$ cat src/rtl/cdc_pkg.sv
// ---------------------------------------------------------------------------
// cdc_pkg
// Shared definitions for the CDC channel arbiter slice: FSM state encoding,
// default sizing constants and a helper for index widths.
// ---------------------------------------------------------------------------
package cdc_pkg;

  // Handshake FSM states
  typedef enum logic [2:0] {
    ST_IDLE  = 3'd0,
    ST_SETUP = 3'd1,
    ST_REQ   = 3'd2,
    ST_REL   = 3'd3,
    ST_DONE  = 3'd4
  } cdc_state_e;

  localparam int CDC_NREQ   = 4;
  localparam int CDC_DW     = 8;
  localparam int CDC_TO_CYC = 64;

  // Width of an index into n items; never narrower than one bit
  function automatic int idx_width(input int n);
    return (n > 1) ? $clog2(n) : 1;
  endfunction

endpackage

$ cat src/rtl/rr_arbiter.sv
// ---------------------------------------------------------------------------
// rr_arbiter
// Combinational round-robin selector. Scans the request vector starting at
// the priority pointer and wrapping around; the first set bit wins.
//
// Ports
//   req        in   NREQ  request vector
//   ptr        in   GW    index holding highest priority
//   gnt        out  NREQ  one-hot grant (all zero when no request)
//   gnt_idx    out  GW    index of the granted requester
//   gnt_valid  out  1     at least one request present
// ---------------------------------------------------------------------------
module rr_arbiter
  import cdc_pkg::*;
#(
  parameter int NREQ = CDC_NREQ
) (
  input  logic [NREQ-1:0]            req,
  input  logic [idx_width(NREQ)-1:0] ptr,
  output logic [NREQ-1:0]            gnt,
  output logic [idx_width(NREQ)-1:0] gnt_idx,
  output logic                       gnt_valid
);

  localparam int GW = idx_width(NREQ);

  logic [GW-1:0] cand_s;
  logic          hit_s;
  logic          found_s;

  // Index that lies off positions after base, modulo NREQ
  function automatic logic [GW-1:0] rot_idx(input logic [GW-1:0] base, input int off);
    int sum;
    sum = int'(base) + off;
    sum = (sum >= NREQ) ? (sum - NREQ) : sum;
    return sum[GW-1:0];
  endfunction

  // Priority scan from ptr; only the first hit is granted
  always_comb begin
    gnt     = '0;
    gnt_idx = '0;
    found_s = 1'b0;
    cand_s  = '0;
    hit_s   = 1'b0;
    for (int k = 0; k < NREQ; k++) begin
      cand_s       = rot_idx(ptr, k);
      hit_s        = !found_s && req[cand_s];
      gnt[cand_s]  = gnt[cand_s] | hit_s;
      gnt_idx      = hit_s ? cand_s : gnt_idx;
      found_s      = found_s | hit_s;
    end
    gnt_valid = found_s;
  end

endmodule

$ cat src/rtl/cdc_chan_arbiter.sv
// ---------------------------------------------------------------------------
// cdc_chan_arbiter
// Shares one four-phase request/acknowledge crossing channel among NREQ
// requesters. A round-robin winner is picked in IDLE, its payload is latched
// one cycle ahead of the channel request, and the handshake is supervised by
// a timeout in both the request and release phases.
//
// Ports
//   slow_clk     in   1        sole clock, rising edge
//   reset_n      in   1        asynchronous active-low reset
//   req_i        in   NREQ     request levels, held until done_o/err_o
//   data_i       in   NREQ*DW  payloads, slice i = [i*DW +: DW]
//   xfer_ack_i   in   1        channel acknowledge (already synchronized)
//   xfer_req_o   out  1        channel request level
//   xfer_data_o  out  DW       channel payload
//   done_o       out  NREQ     one-cycle completion pulse
//   err_o        out  NREQ     one-cycle timeout pulse
//   busy_o       out  1        FSM outside IDLE
//   gnt_id_o     out  GW       current/last granted requester
// ---------------------------------------------------------------------------
module cdc_chan_arbiter
  import cdc_pkg::*;
#(
  parameter int NREQ   = CDC_NREQ,
  parameter int DW     = CDC_DW,
  parameter int TO_CYC = CDC_TO_CYC
) (
  input  logic                       slow_clk,
  input  logic                       reset_n,
  input  logic [NREQ-1:0]            req_i,
  input  logic [NREQ*DW-1:0]         data_i,
  input  logic                       xfer_ack_i,
  output logic                       xfer_req_o,
  output logic [DW-1:0]              xfer_data_o,
  output logic [NREQ-1:0]            done_o,
  output logic [NREQ-1:0]            err_o,
  output logic                       busy_o,
  output logic [idx_width(NREQ)-1:0] gnt_id_o
);

  localparam int GW = idx_width(NREQ);
  localparam int CW = $clog2(TO_CYC + 1);
  // The counter reads k during the (k+1)-th cycle of a phase, so this value
  // marks the TO_CYC-th cycle spent waiting.
  localparam logic [CW-1:0] TO_LAST = CW'(TO_CYC - 1);
  localparam logic [CW-1:0] CNT_MAX = {CW{1'b1}};

  cdc_state_e      state_r;
  logic [GW-1:0]   ptr_r;
  logic [CW-1:0]   cnt_r;
  logic            err_flag_r;

  logic [NREQ-1:0] win_gnt_s;
  logic [GW-1:0]   win_idx_s;
  logic            win_valid_s;
  logic [DW-1:0]   win_data_s;
  logic [NREQ-1:0] gnt_mask_s;
  logic [GW-1:0]   ptr_next_s;
  logic [CW-1:0]   cnt_inc_s;

  rr_arbiter #(
    .NREQ (NREQ)
  ) u_rr (
    .req       (req_i),
    .ptr       (ptr_r),
    .gnt       (win_gnt_s),
    .gnt_idx   (win_idx_s),
    .gnt_valid (win_valid_s)
  );

  // Payload of the round-robin winner
  always_comb begin
    win_data_s = '0;
    for (int i = 0; i < NREQ; i++) begin
      win_data_s = win_data_s | ({DW{win_gnt_s[i]}} & data_i[i*DW +: DW]);
    end
  end

  // One-hot of the granted index, pointer successor and saturating count
  always_comb begin
    gnt_mask_s = '0;
    for (int i = 0; i < NREQ; i++) begin
      gnt_mask_s[i] = (int'(gnt_id_o) == i);
    end
    ptr_next_s = (int'(gnt_id_o) == (NREQ - 1)) ? '0 : (gnt_id_o + GW'(1'b1));
    cnt_inc_s  = (cnt_r == CNT_MAX) ? cnt_r : (cnt_r + CW'(1'b1));
  end

  // Handshake FSM with all outputs registered
  always_ff @(posedge slow_clk or negedge reset_n) begin
    if (!reset_n) begin
      state_r     <= ST_IDLE;
      ptr_r       <= '0;
      cnt_r       <= '0;
      err_flag_r  <= 1'b0;
      xfer_req_o  <= 1'b0;
      xfer_data_o <= '0;
      done_o      <= '0;
      err_o       <= '0;
      busy_o      <= 1'b0;
      gnt_id_o    <= '0;
    end else begin
      done_o <= '0;
      err_o  <= '0;
      case (state_r)
        ST_IDLE: begin
          if (win_valid_s) begin
            state_r     <= ST_SETUP;
            xfer_data_o <= win_data_s;
            gnt_id_o    <= win_idx_s;
            err_flag_r  <= 1'b0;
            busy_o      <= 1'b1;
          end else begin
            busy_o <= 1'b0;
          end
        end
        ST_SETUP: begin
          // Payload has been stable for a cycle; raise the request now
          state_r    <= ST_REQ;
          xfer_req_o <= 1'b1;
          cnt_r      <= '0;
        end
        ST_REQ: begin
          if (xfer_ack_i) begin
            state_r    <= ST_REL;
            xfer_req_o <= 1'b0;
            cnt_r      <= '0;
          end else if (cnt_r == TO_LAST) begin
            // No ack: report now, then still wait for a clean release
            err_o      <= gnt_mask_s;
            err_flag_r <= 1'b1;
            state_r    <= ST_REL;
            xfer_req_o <= 1'b0;
            cnt_r      <= '0;
          end else begin
            cnt_r <= cnt_inc_s;
          end
        end
        ST_REL: begin
          if (!xfer_ack_i) begin
            ptr_r <= ptr_next_s;
            if (err_flag_r) begin
              state_r <= ST_IDLE;
              busy_o  <= 1'b0;
            end else begin
              state_r <= ST_DONE;
              done_o  <= gnt_mask_s;
            end
          end else if (cnt_r == TO_LAST) begin
            // Ack stuck high; only one error pulse per transaction
            if (!err_flag_r) begin
              err_o <= gnt_mask_s;
            end else begin
              err_o <= '0;
            end
            err_flag_r <= 1'b1;
            ptr_r      <= ptr_next_s;
            state_r    <= ST_IDLE;
            busy_o     <= 1'b0;
          end else begin
            cnt_r <= cnt_inc_s;
          end
        end
        ST_DONE: begin
          state_r <= ST_IDLE;
          busy_o  <= 1'b0;
        end
        default: begin
          state_r    <= ST_IDLE;
          xfer_req_o <= 1'b0;
          busy_o     <= 1'b0;
        end
      endcase
    end
  end

endmodule

$ cat config.mk
export PLATFORM = sky130hd
export DESIGN_NAME = cdc_chan_arbiter
export DESIGN_NICKNAME = d
export VERILOG_FILES = /design/src/rtl/cdc_pkg.sv /design/src/rtl/rr_arbiter.sv /design/src/rtl/cdc_chan_arbiter.sv
export SDC_FILE = /design/constraint.sdc
export NUM_CORES = 1
export LEC_CHECK = 0
export CORE_ASPECT_RATIO = 1.2
export CORE_UTILIZATION = 35
export DETAILED_ROUTE_END_ITERATION = 8
export GPL_ROUTABILITY_DRIVEN = 0
export GPL_TIMING_DRIVEN = 0
export PLACE_DENSITY = 0.68
export SYNTH_ARGS = -nofsm -noshare
export SYNTH_HDL_FRONTEND = slang
export SYNTH_SLANG_ARGS = --single-unit
$ cat constraint.sdc
create_clock -name slow_clk -period 6.65 [get_ports slow_clk]
set_clock_uncertainty 0.2 [all_clocks]
set_input_delay 0.665 -clock slow_clk [delete_from_list [all_inputs] [get_ports slow_clk]]
set_output_delay 0.665 -clock slow_clk [all_outputs]
set_load 0.02 [all_outputs]
# Word level (Yosys, flattened, before mapping)
# Index checks and enable logic that the tools add are counted.
[totals]
register_bits = 33
in_bits = 39
out_inout_bits = 20
word_cells = 159
[op_classes]
add_sub_neg = 9
order_cmp = 12
eq_ne = 17
n_mux = 71
n_bitwise = 17
n_reduce_logical = 23
[ops]
columns = ["operator", "count"]
rows = [
  ["$mux 7", 5],
  ["$and 8x8->8", 4],
  ["$mux 4", 7],
  ["$or 8x8->8", 3],
  ["$mux 2", 11],
  ["$mux 1", 21],
  ["$pmux 7 s3", 1],
  ["$mux 3", 6],
  ["$bmux 1 s2", 8],
  ["$bwmux 4", 3],
  ["$lt 2x3->1 const B", 4],
  ["$pmux 3 s4", 1],
  ["$ge 3x3->1 const B", 3],
  ["$ne 3x3->1 const B", 3],
  ["$pmux 1 s3", 3],
  ["$reduce_and 3->1", 3],
  ["$demux 1 s2", 4],
  ["$ge 2x1->1 const B", 4],
  ["$pmux 4 s2", 1],
  ["$sub 2x1->2 const B", 4],
  ["$add 7x1->7 const B", 1],
  ["$eq 7x6->1 const B", 1],
  ["$eq 7x7->1 const B", 1],
  ["$logic_and 1x1->1", 7],
  ["other kinds (22)", 40],
]

# Longest topological paths before layout
# Gate-level depths: netlist (run 1).
[depth]
depth_word = 23
depth_mapped = 13
ltp_nobuf = 10

# By module
# A second synthesis (run 1) with hierarchy kept.
[unflattened]
cells_unflattened = 258
hier_area_um2 = 2376.0
[by_module_without_submodules]
columns = ["mod", "n_inst", "cells_each", "area_per_inst_um2", "seq_area_each_um2"]
rows = [
  ["cdc_chan_arbiter", 1, 179, 1736.7, 825.8],
  ["rr_arbiter", 1, 79, 639.4, 0.0],
]

# Least setup slack after synthesis (run 1)
# OpenSTA, ideal clock, no wires.
[synth_timing]
path_type = "register to register"
start = "register ptr_r[1]"
end = "register xfer_data_o[0]"
setup_time_ns = 0.088
arrival_time_ns = 3.598
required_time_ns = 6.362
path_slack_ns = 2.764
stages_incl_launch_ff = 12
n_path_buf = 1
synth_period_minus_slack_ns = 3.886
cell_sequence = "dfrtp_1 -> clkbuf_1 -> inv_1 -> ha_1 -> mux4_2 -> or3b_1 -> a221o_1 -> a22oi_4 -> a2111oi_4 -> o32ai_4 -> a221oi_1 -> a41oi_1"
[synth_via]
elab_chain_len = 23
word_cells_on_any_way = 76
cone_classes = "add/sub (7); order compare (12); mux (31); bitwise (15); reduce/logical (11)"
[synth_rtl]
columns = ["item", "line", "rtl"]
rows = [
  ["start, declared", "cdc_chan_arbiter.sv:49", "logic [GW-1:0] ptr_r;"],
  ["start signal, assigned", "cdc_chan_arbiter.sv:141", "ptr_r <= ptr_next_s;"],
  ["start signal, assigned", "cdc_chan_arbiter.sv:157", "ptr_r <= ptr_next_s;"],
  ["$ge 2x3->1 or $sub 2x1->2 (tied branches)", "rr_arbiter.sv:35", "sum = (sum >= NREQ) ? (sum - NREQ) : sum;"],
  ["$mux 2", "rr_arbiter.sv:35", ""],
  ["$lt 2x3->1 (not written as such) or $ge 2x1->1 (tied branches)", "rr_arbiter.sv:49", "gnt[cand_s] = gnt[cand_s] | hit_s;"],
  ["$logic_and 1x1->1 (not written as such)", "rr_arbiter.sv:49", ""],
  ["$mux 1 (not written as such)", "rr_arbiter.sv:49", ""],
  ["$demux 1 s2", "--", ""],
  ["$and 4x4->4 (no source line)", "--", ""],
  ["$bmux 1 s2", "rr_arbiter.sv:49", ""],
  ["[5 not listed]", "--", ""],
  ["$or 1x1->1", "rr_arbiter.sv:49", ""],
  ["$bwmux 4", "rr_arbiter.sv:49", ""],
  ["$bmux 1 s2", "rr_arbiter.sv:49", ""],
  ["$mux 1 (not written as such)", "rr_arbiter.sv:49", ""],
  ["$or 1x1->1", "rr_arbiter.sv:49", ""],
  ["$bwmux 4", "rr_arbiter.sv:49", ""],
  ["$and 8x8->8", "cdc_chan_arbiter.sv:75", "win_data_s = win_data_s | ({DW{win_gnt_s[i]}} & data_i[i*DW +: DW]);"],
  ["$or 8x8->8 (3 in a row)", "cdc_chan_arbiter.sv:75", ""],
  ["end signal, assigned", "cdc_chan_arbiter.sv:109", "xfer_data_o <= win_data_s;"],
  ["end, declared", "cdc_chan_arbiter.sv:34", "output logic [DW-1:0] xfer_data_o,"],
]
# Several ways; a longest one is shown, not always the timed one. The select of a mux whose other input is x is not followed.
# A chain may end at the register's enable or synchronous reset.

# Final worst setup path (run 1)
[layout_timing]
start = "register ptr_r[1]"
end = "register xfer_data_o[1]"
# Same word-level chain as after synthesis.

==> results of run 1 <==
## synth_stat cells, types with 3 or more instances
| master | instances |
|---|---|
| and2_1 | 9 |
| nand2_1 | 18 |
| mux4_2 | 5 |
| clkbuf_1 | 11 |
| ha_1 | 13 |
| xor2_1 | 4 |
| dfrtp_1 | 33 |
| inv_1 | 17 |
| nand2b_1 | 5 |
| mux2i_1 | 3 |
| o21ai_0 | 35 |
| a21oi_1 | 12 |
| mux2_2 | 3 |
| nor2_1 | 25 |
| a211oi_1 | 5 |
| nor2b_1 | 21 |
| nand3_1 | 4 |
| and3_1 | 3 |
| a32oi_1 | 4 |
| a41oi_1 | 8 |
| nand4_1 | 3 |
| a221oi_1 | 11 |
## worst min path at each step
stage | startpoint | to | slack, ns | cells after the start
after floorplan | reset_n | busy_o | 0.17 | 0
after global placement | err_flag_r | err_flag_r | 0.30 | 2
after detailed placement | err_flag_r | state_r[2] | 0.32 | 1
after CTS | reset_n | xfer_data_o[3] | 0.27 | 1
after global routing | reset_n | cnt_r[4] | 0.31 | 1
final | reset_n | xfer_data_o[5] | 0.24 | 1
## layout by cell type, fill, tap and decap left out, types with 3 or more instances in the layout
master            n
clkdlybuf4s50_1  57
o21ai_0          35
dfrtp_1          33
nor2_1           25
nor2b_1          21
nand2_1          18
inv_1            17
ha_1             13
a21oi_1          12
clkbuf_1         11
a221oi_1         11
and2_1            9
a41oi_1           8
nand2b_1          5
mux4_2            5
a211oi_1          5
clkbuf_8          5
nand3_1           4
a32oi_1           4
xor2_1            4
and3_1            3
nand4_1           3
mux2i_1           3
mux2_2            3
## cells by family (layout without fill, tap and decap cells)
group | after synthesis | count (layout) | share of synthesized area, %
and+or+nand+nor | 98 | 98 | 19.69
xor gates and xnor gates | 5 | 5 | 1.693
muxes | 11 | 11 | 6.822
AOI/OAI and AO/OA | 102 | 102 | 28.88
adders and majority gates | 13 | 13 | 6.289
buffers and inverters | 30 | 95 | 4.693
DFF | 33 | 33 | 31.93
## routing by layer
| metal | vias to the layer above | global-route usage (%) | share of wire, % |
|---|---|---|---|
| met4 | 0 | 8.333 | 2.7 |
| met3 | 12 | 2.464 | 4.1 |
| met5 | - | 0 | 0 |
| met2 | 74 | 32.63 | 52 |
| li1 | 1219 | - | - |
| met1 | 1230 | 23.82 | 41 |
## area by class of cell
class	instances	area, um^2	area share (%)
clock inverter	2	35.03	1.038
clock buffer	5	68.82	2.039
buffer	13	57.56	1.706
sequential	33	825.8	24.47
multi-input combinational	229	1639	48.57
timing repair buffer	58	575.6	17.06
inverter	17	63.81	1.891
tap	87	108.9	3.226
## sequential cells by signal, summed over array words and instances, names as in the netlist
register / count
gnt_id_o: 2
err_flag_r: 1
err_o: 4
state_r: 3
ptr_r: 2
cnt_r: 7
done_o: 4
busy_o: 1
xfer_req_o: 1
xfer_data_o: 8
## critical path: cells and delay by family (launching register included)
family | cells | cell delay (ns)
AND/OR/NAND/NOR | 1 | 0.39
buffers and inverters | 2 | 0.60
adder cells (fa/ha/maj) | 1 | 0.41
flip-flops | 1 | 0.42
multiplexers | 1 | 0.57
AO/OA/AOI/OAI | 6 | 1.79
## power by group
group	total, mW	internal, mW	switching (mW)	leakage [nW]
clock	0.182	0.109	0.0728	0.0540
combinational	1.21	0.475	0.739	0.874
sequential	0.319	0.266	0.0523	0.416
## through the flow
step           utilization (%)  instances  hold slack (ns)  total power, mW
2_1_floorplan                -        292           0.1694            1.186
3_3_place_gp             46.94        437           0.3046            1.513
3_5_place_dp             46.87        437           0.3212            1.528
4_1_cts                  48.36        444           0.2708            1.713
5_1_grt                  48.36        444           0.3145            1.861
6_report                 48.36        444           0.2449            1.714
==> results.txt, run 1 <==
After synthesis, the cell types taking the most area are dfrtp_1 (32%), o21ai_0 (6.8%), ha_1 (6.3%). Count of filler cells inserted in the layout: 665. The count of flip-flops with a built-in enable after synthesis works out to 0. For the number of clock sinks, the log shows 33. Critical path startpoint category: a flip-flop. The routed design has 7023 um of wire. The fraction of the yosys area taken by sequential cells was 31.93%; the area added between synthesis and finish was 30.48%. Leading register cell type out of synthesis: dfrtp_1.

The average cell area after synthesis is 8.857 um^2, and the data arrival time of the worst path is 4.47 ns. In this run the worst path has a maximum fanout of 9. In this run the horizontal extent of the chip is 80.47 um.

The logs give 27.65% for the tightest slew margin relative to the limit and 344 for the post-synthesis net count. The first-pass GRT wire length came out at 11,450 um. Once placement finished, the instance area stood at 3271 um^2. Number of cell instances on the worst register-to-register path: 11.

The type of the worst min-delay path is primary input to async pin. The run gives 5319 um as the half-perimeter wire length after detailed placement. The H-tree depth came out at 2. The required time of the worst setup path came out at 6.65 ns.

STA classifies the critical path endpoint as a flip-flop. Worst setup path category: flip-flop to flip-flop. Die extent in y: 96.17 um.

The number of search-and-repair iterations in the first detailed-routing pass is 5, and the number of failing setup endpoints in the final timing report is 0. Global routing finished with a remaining overflow of 0. The mapped netlist covers 2586 um^2. The clock slew at the register clock pins of the worst setup and hold paths was 0.07 ns; the clock latency of the later-clocked register in the worst-skew pair was 0.28 ns. In this run the critical register-to-register path is captured at xfer_data_o[1]. After synthesis, the share of flip-flops with an asynchronous set or reset is 100.0%. For this design the top-level I/O count stands at 59.

Once detail routing completed, the nets flagged for antenna violations numbered 0. The tools report the least setup slack across all paths after layout as 2.173 ns. Traced cell by cell, the critical path runs through clkbuf_1, inv_1, ha_1, mux4_2, or3b_1, a221o_1, a22oi_4, a2111oi_4, a21oi_1, o21ai_0, a41oi_1. After clock tree synthesis, the repair step resized 0 gates.

At the pin with the least slew margin, the transition time is 1.079 ns. The layout cell share with drive strength beyond 1 came out at 6.723%. The worst register-to-register path begins at ptr_r[1].

On the critical path, the stage with the largest delay is an instance of mux4_2. The placeable core region is 6978 um^2, and the static power due to leakage is 1.344 nW. The number of nets in the final layout is 409. The total die area was 7738 um^2; the max capacitance violation total was 0.

The TritonCTS buffer count is 5, and the pin count of the biggest net entering global routing is 34. The smallest clock period supported by the final layout is computed as 4.477 ns. The final non-filler cell area was 3374 um^2; the total setup buffers inserted after CTS was 0.

Counting along the longest clock path gives a buffer depth of 2. Number of placement rows: 33. The via count of the first global-routing pass came out at 2,453. The count of unresolved DRC violations after routing was 0; the count of state elements after synthesis was 33.

After detailed routing, the average wire length per cell comes to 15.82 um. The post-placement setup slack is 2.152 ns. The cts-stage hold buffer count came out at 0. The library cell occupying the most area in the post-synthesis netlist was dfrtp_1. Of the available clock period, the critical path in the final layout requires 67.33%. The tools report the aggregate global-route resource usage as 19.05%. The first routing iteration left 97 violations. The beginning of the critical path is ptr_r[1]. Setup repair after global routing left no endpoint under its margin. TritonCTS built the clock tree.

The final route contains 2,535 vias. The peak clock frequency supported by timing was 223.4 MHz. For this design the ratio of total power to cell area is 507.8 nW/um^2. The number of antenna cells inserted was 0; the via count normalized by instance count was 5.709. Synthesis produced 292 cells. Following the worst setup path forward leads to its endpoint at xfer_data_o[1].

The top cell type by area accounts for 31.93% of the synthesized area. Port buffering added 58 buffers. The run gives 0 as the number of pins with negative max-slew slack in the final report. The maximum vdd drop is 267.2 uV, and the number of antenna violations at the first check in global routing is 0. During synthesis, Yosys emitted a total of 0 warnings.

For flop-to-flop paths, the worst setup slack is 2.17 ns. The tools report the final hold violation count as 0. In the final timing run, aggregate negative setup slack is 0 ns. The tools report the number of library cell types mapped by synthesis as 52.

Cell at the root of the clock tree: clkbuf_8. The largest incremental delay on the critical path came out at 0.57 ns. The flow ran to the end, and the final reports show no timing, DRC or antenna violations.

Once the floorplan was initialized, standard cells occupied 37.06% of the core.
(Power assumes the default switching activity.)
==> run 2, diff against run 1 <==
==> constraint.sdc (replaced) <==
create_clock -name slow_clk -period 4.47 [get_ports slow_clk]
set_clock_uncertainty 0.2 [all_clocks]
set_input_delay 0.447 -clock slow_clk [delete_from_list [all_inputs] [get_ports slow_clk]]
set_output_delay 0.447 -clock slow_clk [all_outputs]
set_load 0.02 [all_outputs]
==> run 2 against run 1 <==
Via count up 1.5%. Non-clock buffer count is 4 higher. Critical path depth is 3 higher. Core utilization up 1.4 points. Clock-buffer cell count unchanged. Largest power group unchanged. Global-route usage stayed put. Power grew 59%. Critical path type unchanged. Final cell count up 0.90%. Die area is the same. Sequential share of layout area is 0.63 points lower. Sequential power rose by 49%.
==> results.txt, run 2 (synthesized netlist as in run 1, its figures left out) <==
The run finished with clean final reports. Dividing the detail-routed wire length by the instance count gives 15.97 um. After clock tree synthesis, the clock-pin slew on the worst setup and hold paths is 0.07 ns. Summed over all layers, the routed wires come to 7156 um.

The worst-margin pin slew was 0.7362 ns. The cell at the root of the clock tree was clkbuf_8. The worst path uses 94.71% of the clock period. Across all register-to-register paths, the minimum setup slack is 0.24 ns.

In the global route stage, overall resource usage came out at 19.05%. The wire-length estimate of the detail-placed layout is 5319 um. The TritonCTS buffer count is 5. The number of vias after detailed routing was 2,573. Prior to clock tree synthesis, the placed netlist has a worst setup slack of -0.02809 ns. For the deepest clock path buffer count, the log shows 2. The worst-case IR drop observed on VDD is 412.8 uV. The tools report the final non-filler cell area as 3470 um^2. The placed instances occupy a cell area of 3271 um^2.

The worst path needs 4.233 ns of the cycle, external delays included. Most common cell after layout, fill and taps aside: clkdlybuf4s50_1. The run gives 0.28 ns as the clock latency of the later-clocked register in the worst-skew pair. Setup violations remaining at the end of the flow were counted as 0.

The tool flagged a number of max-cap violations equal to 0. The data arrival time of the worst path is 4.18 ns. The tools report the utilization of the core after routing as 49.72%. The worst register-to-register path ends at xfer_data_o[3]. At the worst endpoint, the required time is 4.42 ns.

The number of top-level pins was 59. The H-tree was split into 2 levels. The peak clock frequency supported by timing came out at 236.2 MHz.

Setup repair after global routing left no endpoint under its margin. Tracing the worst setup path back leads to its startpoint at ptr_r[0]. The total design power was 2.731 mW. The final hold violation count was 0. The net count of the finished layout is 413. Ranked by flip-flop count, first place goes to xfer_data_o. The via count of the first global-routing pass is 2,453, and the via count normalized by instance count is 5.743.

In this run the tightest slew margin relative to its limit is 50.25%. For the number of placement rows, the log shows 33. In the layout the commonest cells are clkdlybuf4s50_1 (57), o21ai_0 (35), dfrtp_1 (32). After global routing the overflow that remains totals 0.

From bottom edge to top edge, the die measures 96.17 um. The number of cell instances on the worst register-to-register path is 14, and the number of flip-flops under the largest register name is 8. In the final layout, the registers with the most flip-flops are xfer_data_o x8, cnt_r x7. Entering global routing, the biggest net connects 34 pins.

The layout cell share with drive strength beyond 1 works out to 9.972%. For the starting utilization of the core area, the log shows 37.06%. For this run, global-route usage on met2 was measured as 32.63%. For met1 alone, demand over resource in global routing was 23.82%.

The reg-to-reg startpoint was ptr_r[0]. The tree built by TritonCTS fans out to 33 sinks. For this run, the detailed router's first-pass iteration total came to 5. Initial DRC count: 116. The count of nets left with antenna violations once routing finished came out at 0.

The run gives 0 as the number of antenna violations at the first check in global routing. The capture point of the critical path was xfer_data_o[3]. First-pass GRT wire length: 11,450 um.

Type of the worst min-delay path: primary input to async pin. From synthesis to final layout, the design area changed by 34.16%. The die is 80.47 um wide.

The worst setup path is of the flip-flop to flip-flop kind. The tools report the number of pins with negative max-slew slack in the final report as 0. The global routing stage identified its most utilized layer as met2.

The static power due to leakage was 1.372 nW; the count of buffers inserted at the top-level ports was 58. The run gives 0 as the number of antenna cells inserted. The worst setup path is captured at a flip-flop. The total die area was 7738 um^2; the smallest hold slack was 0.02746 ns. TritonCTS built the clock tree. The run gives 2.464% as the global-route met3 utilization. The least setup slack across all paths after layout came out at 0.2366 ns. In the routed design, unresolved DRC markers number 0.

In this run the worst path has a maximum fanout of 10. The total area inside the core boundary comes to 6978 um^2. The power density over cell area is 787.0 nW/um^2.

The tools report the critical path startpoint category as a flip-flop.
-- run 2: changes by cell type in the layout (fill, tap and decap cells not counted), sizes merged --
cell / delta
buf: +3
clkbuf: +1
-- run 2: layer usage --
metal	vias up	part of all wire, %
li1	1225	-
met1	1246	42
met2	86	51
met3	16	3.9
met4	0	3.0
met5	-	0
-- run 2: where the power goes --
part           switching, mW  internal (mW)
Clock                  0.106          0.162
Sequential            0.0788          0.397
Combinational           1.16          0.829
-- run 2: worst min path at each step --
stage                     from              to  slack (ns)  cells past startpoint
global placement    err_flag_r      err_flag_r        0.30                      2
global route           reset_n        cnt_r[4]         0.1                      1
finish                 reset_n        cnt_r[4]        0.03                      1
detailed placement  err_flag_r      state_r[2]        0.32                      1
CTS                    reset_n  xfer_data_o[3]        0.05                      1
floorplan              reset_n          busy_o       -0.05                      0
-- run 2: repair_timing --
| action | CTS | global route |
|---|---|---|
| endpoints found under the setup margin | 5 | 8 |
| buffers inserted | 0 | 4 |
| pin swaps | 0 | 3 |
| resized for setup | 1 | 12 |
| hold buffers | 0 | 0 |
| gates cloned | 0 | 0 |
| hold endpoints to repair | 0 | 0 |
-- run 2: layout make-up --
type / count / area (um^2)
buffer: 13 / 63.81
sequential: 33 / 827.0
clock buffer: 5 / 68.82
clock inverter: 2 / 35.03
tap: 87 / 108.9
fill: 655 / 3508
multi-input combinational: 229 / 1684
timing repair buffer: 62 / 618.1
inverter: 17 / 63.81
-- run 2: through the flow --
stage	std cells	TNS, ns
3_5_place_dp	437	-0.03059
3_3_place_gp	437	-0.2438
4_1_cts	444	0
2_1_floorplan	292	0
6_report	448	0
5_1_grt	448	0
-- run 2: worst max-delay path: stages (launching register included) --
cell and delay [ns]:
dfrtp_2 0.47, buf_6 0.17, inv_1 0.19, ha_1 0.26
clkbuf_1 0.20, mux4_2 0.52, mux2_2 0.36, a21oi_2 0.22
a22oi_4 0.14, a2111oi_4 0.41, buf_4 0.21, o32ai_4 0.10
buf_12 0.16, a221oi_1 0.31, a41oi_1 0.15
